### config.mk
export PLATFORM = sky130hd
export DESIGN_NAME = prio_encoder_rr_flat
export DESIGN_NICKNAME = d
export VERILOG_FILES = /design/src/rtl/prio_encoder_rr_if.sv /design/src/rtl/prio_encoder_rr.sv /design/src/flat_wrapper.sv
export SDC_FILE = /design/constraint.sdc
export NUM_CORES = 1
export LEC_CHECK = 0
export CAP_MARGIN = 40
export CORE_MARGIN = 4
export CORE_UTILIZATION = 39
export CTS_CLUSTER_SIZE = 40
export DETAILED_ROUTE_END_ITERATION = 10
export PLACE_DENSITY = 0.85
export SLEW_MARGIN = 10
export SYNTH_ARGS = -nofsm -noshare
export SYNTH_HDL_FRONTEND = slang
export SYNTH_SLANG_ARGS = --single-unit
export TNS_END_PERCENT = 10
### constraint.sdc
create_clock -name CLK -period 1.9 [get_ports CLK]
set_input_delay 0.19 -clock CLK [delete_from_list [all_inputs] [get_ports CLK]]
set_output_delay 0.19 -clock CLK [all_outputs]
set_load 0.02 [all_outputs]
### src/rtl/prio_encoder_rr_if.sv
// Request/result bundle for prio_encoder_rr.
// Consumer side drives READY; requester drives IN and EN.
interface prio_encoder_rr_if #(
  parameter int N = 8
);
  localparam int W = $clog2(N);

  logic [N-1:0] IN;
  logic         EN;
  logic         READY;
  logic [W-1:0] OUT;
  logic [N-1:0] ONEHOT;
  logic         V;

  modport master (
    output IN,
    output EN,
    output READY,
    input  OUT,
    input  ONEHOT,
    input  V
  );

  modport slave (
    input  IN,
    input  EN,
    input  READY,
    output OUT,
    output ONEHOT,
    output V
  );
endinterface

### src/rtl/prio_encoder_rr.sv
// Registered N-input priority encoder, fixed or round-robin,
// with a valid/ready result hold.
module prio_encoder_rr #(
  parameter int N  = 8,
  parameter int RR = 0
) (
  input logic CLK,
  input logic RST_N,
  prio_encoder_rr_if.slave bus
);
  localparam int W = $clog2(N);
  localparam logic [W-1:0] LAST = W'(N - 1);

  localparam logic [0:0] IDLE = 1'b0;
  localparam logic [0:0] HOLD = 1'b1;

  logic [0:0]   state;
  logic [W-1:0] out_q;
  logic [N-1:0] oh_q;
  logic [W-1:0] p;

  logic         hs;
  logic         cap;
  logic [W-1:0] pnext;
  logic [W-1:0] s;
  logic [W-1:0] win;

  assign hs = (state == HOLD) && bus.READY;

  // pointer steps one below the accepted index, wrapping modulo N
  assign pnext = (out_q == '0) ? LAST : out_q - 1'b1;

  always_comb begin
    s = LAST;
    if (RR != 0) begin
      s = hs ? pnext : p;
    end
  end

  assign cap = bus.EN && (|bus.IN) &&
               ((state == IDLE) || hs);

  always_comb begin
    logic [W-1:0] idx;
    logic         found;
    win   = '0;
    idx   = '0;
    found = 1'b0;
    for (int k = 0; k < N; k++) begin
      idx = W'((int'(s) + N - k) % N);
      if (!found && bus.IN[idx]) begin
        win   = idx;
        found = 1'b1;
      end
    end
  end

  always_ff @(posedge CLK) begin
    if (!RST_N) begin
      state <= IDLE;
      out_q <= '0;
      oh_q  <= '0;
      p     <= LAST;
    end else begin
      if ((RR != 0) && hs) begin
        p <= pnext;
      end
      if (cap) begin
        state <= HOLD;
        out_q <= win;
        oh_q  <= N'(1) << win;
      end else if (hs) begin
        state <= IDLE;
        out_q <= '0;
        oh_q  <= '0;
      end
    end
  end

  assign bus.OUT    = out_q;
  assign bus.ONEHOT = oh_q;
  assign bus.V      = (state == HOLD);
endmodule

### src/flat_wrapper.sv
// flat-port wrapper written by rule: the top's interface ports become plain ports
module prio_encoder_rr_flat 
#(
  parameter int N  = 8,
  parameter int RR = 0
)
  (CLK, RST_N, bus_IN, bus_EN, bus_READY, bus_OUT, bus_ONEHOT, bus_V);
  prio_encoder_rr_if #(.N(N)) bus_i ();
  input logic CLK;
  input logic RST_N;
  input wire logic [$bits(bus_i.IN)-1:0] bus_IN;
  input wire logic [$bits(bus_i.EN)-1:0] bus_EN;
  input wire logic [$bits(bus_i.READY)-1:0] bus_READY;
  output wire logic [$bits(bus_i.OUT)-1:0] bus_OUT;
  output wire logic [$bits(bus_i.ONEHOT)-1:0] bus_ONEHOT;
  output wire logic [$bits(bus_i.V)-1:0] bus_V;
  assign bus_i.IN = bus_IN;
  assign bus_i.EN = bus_EN;
  assign bus_i.READY = bus_READY;
  assign bus_OUT = bus_i.OUT;
  assign bus_ONEHOT = bus_i.ONEHOT;
  assign bus_V = bus_i.V;
  prio_encoder_rr #(.N(N), .RR(RR)) u_core (.CLK(CLK), .RST_N(RST_N), .bus(bus_i));
endmodule
==> results_dict.tcl <==
set metrics [dict create \
    status "finished clean" \
    p_switching_mw 0.151 \
    holdBufCountCts 0 \
    drv_slew 0 \
    grt_util_all_layers_pct 16.0 \
    cp.arrival_ps 1910 \
    rows 13 \
    dp.cells 95 \
    rsz0062_at_grt "no" \
    hold_ws_ps 471 \
    grt_max_degree 12 \
    drtAntennaViolNets 0 \
    yosys_warnings 0 \
    holdPathEnd "u_core.bus.ONEHOT[2]$_SDFFE_PN0P_" \
    path_clk_slew_ps 80 \
    timing.final.crit_period_ps 1690 \
    peakVddDrop_mv 0.416 \
    p_clk_share_pct 35.1 \
    finalPower_mw 0.592 \
    clkLatencyLatePin_ps 270 \
    post_cts_buffers 0 \
    synth_cell_types 24 \
    n_fill_cell 118 \
    p_per_area_nw_per_um2 680 \
    die_w_microns 45.1 \
    reg2reg_depth 5 \
    remaining_drc_errors 0 \
    critPathRequiredTime_ps 2120 \
    fin_crit_sh_pct 89.0 \
    worst_clock_skew_ps 2.41 \
    routed_wl_microns 1360 \
    worstSetupPathType "primary input to flop" \
    grt_overflow 0 \
    clockBufferDepth 2 \
    final_common_cell "clkdlybuf4s50_1" \
    core_area_sq_um 1300 \
    antenna_cells 0 \
    hold_viol 0 \
    cts_buffers 3 \
    io_buffers 23 \
    grt_pass1_vias 510 \
    vias_per_cell 5.42 \
    p_sw_share_pct 25.6 \
    numClockSinks 12 \
    ctsResizeCount 0 \
    syn-cell-area_sq_um 537 \
    die_area_sq_um 2030 \
    io_pins 24 \
    setup_viol 0 \
    cts_tree "built" \
    setup_tns_ps 0 \
    worstMarginPinSlew_ps 456 \
    timing.rr.end "u_core.bus.ONEHOT[1]$_SDFFE_PN0P_" \
    r2r_start "u_core.bus.V$_SDFFE_PN0P_" \
    rrSetupSlack_ps 760 \
    min-delay-start "u_core.bus.ONEHOT[2]$_SDFFE_PN0P_" \
    cp-end-kind "flop" \
    place_hpwl_microns 1020 \
    dr.pass1.iters 4 \
    power_frac_seq_pct 45.2 \
    leakagePower_nw 0.348 \
    start_kind "primary input" \
    num_vias 537 \
    min_path_cells 1 \
    syn_avg_cell_area_sq_um 10.7 \
    grt_pass1_wl_microns 2330 \
    synth-seq-cells 12 \
    fmax_mhz 591 \
    dp_slack_ps -58.5 \
    h-tree-depth 1 \
    cts-root-buf "clkbuf_4" \
    initial_core_util_pct 41.3 \
    syn_nets 62 \
    die_h_microns 45.1 \
    nets 97 \
    power_frac_comb_pct 19.7 \
    finalNonFillerCells 99 \
    synth_seq_area_share_pct 44.8 \
    place_congestion 0.801 \
    synthFlopType "dfxtp_1" \
    syn_inst 50 \
    worst_slack_ps 208 \
    drive_gt1_share_pct 19.0 \
    relSlewSlack_pct 69.4 \
    layout_common_cells "23 x clkdlybuf4s50_1, 12 x dfxtp_1, 8 x a22o_1, 8 x buf_4" \
    drtIter0Drc 19 \
    antenna_found_initial 0 \
    intPower_mw 0.441 \
    drv_cap 0 \
    synth_edf_count 0 \
    wl_per_cell_microns 13.7 \
    synthToLayoutAreaGrowth_pct 62.2 \
    path_max_fanout 11 \
    synthArstFlopShare_pct 0 \
    hold_path_class "flop to flop" \
]
==> metal layers <==
metal / vias to the layer above / share of wire [%] / global-route usage [%]
met5: - / 0 / 0
met4: 0 / 1.3 / 7.02
met3: 2 / 6.0 / 2.39
met2: 26 / 47 / 24.0
met1: 244 / 46 / 22.4
li1: 265 / - / -
==> cells by family (layout without fill, tap and decap cells) <==
| logic type | count (synthesis) | count (layout) | synth area share, % |
|---|---|---|---|
| flip-flops | 12 | 12 | 44.8 |
| AND/OR/NAND/NOR | 19 | 19 | 24.5 |
| AO/OA/AOI/OAI | 16 | 16 | 27.3 |
| buffers and inverters | 3 | 37 | 3.50 |
==> worst max-delay path, stage by stage <==
cell and delay (ps):
clkdlybuf4s50_1 430, or4_4 570, nand2b_4 170, a31oi_4 340, a22o_1 210
==> worst max-delay path by stage <==
stage | cells past startpoint | to | from
final | 5 | u_core.bus.ONEHOT[1]$_SDFFE_PN0P_ | bus_IN[5]
after global routing | 5 | u_core.bus.ONEHOT[1]$_SDFFE_PN0P_ | bus_IN[5]
after CTS | 5 | u_core.bus.ONEHOT[1]$_SDFFE_PN0P_ | bus_IN[5]
after detailed placement | 5 | u_core.bus.ONEHOT[1]$_SDFFE_PN0P_ | bus_IN[5]
after global placement | 5 | u_core.bus.ONEHOT[4]$_SDFFE_PN0P_ | bus_IN[5]
after floorplan | 5 | u_core.bus.ONEHOT[1]$_SDFFE_PN0P_ | bus_IN[5]
==> synth_stat cells (all sizes together), types with 2 or more instances <==
library cell | n | share of area [%]
nor3 | 3 | 2.8
dfxtp | 12 | 45
a22o | 8 | 13
nor4 | 2 | 5.1
nand2b | 2 | 3.7
nand2 | 3 | 2.1
inv | 2 | 1.4
nor2 | 3 | 2.1
nor4b | 2 | 3.3
==> final cells by class <==
type,count,area (sq um),share of cell area (%)
sequential,12,240,27.6
clock buffer,4,36.3,4.17
timing repair buffer,31,290,33.3
inverter,2,7.51,0.862
multi-input combinational,35,278,31.9
tap,15,18.8,2.16
==> stage by stage <==
stage	cell area [sq um]	utilization [%]
5_1_grt	871	66.9
4_1_cts	871	66.9
2_1_floorplan	537	-
3_3_place_gp	835	64.1
6_report	871	66.9
3_5_place_dp	835	64.1
==> power groups by stage <==
stage	logic (mW)	registers, mW	clock network, mW
6_report	0.117	0.267	0.208
5_1_grt	0.125	0.269	0.227
4_1_cts	0.117	0.268	0.213
3_5_place_dp	0.116	0.274	0
3_3_place_gp	0.115	0.273	0
2_1_floorplan	0.0373	0.286	0
==> sequential cells by signal (all words and copies together) (netlist names) <==
signal / cells
u_core.bus.OUT: 3
u_core.bus.ONEHOT: 8
u_core.bus.V: 1
No activity file was read; power rests on OpenSTA's default activity.
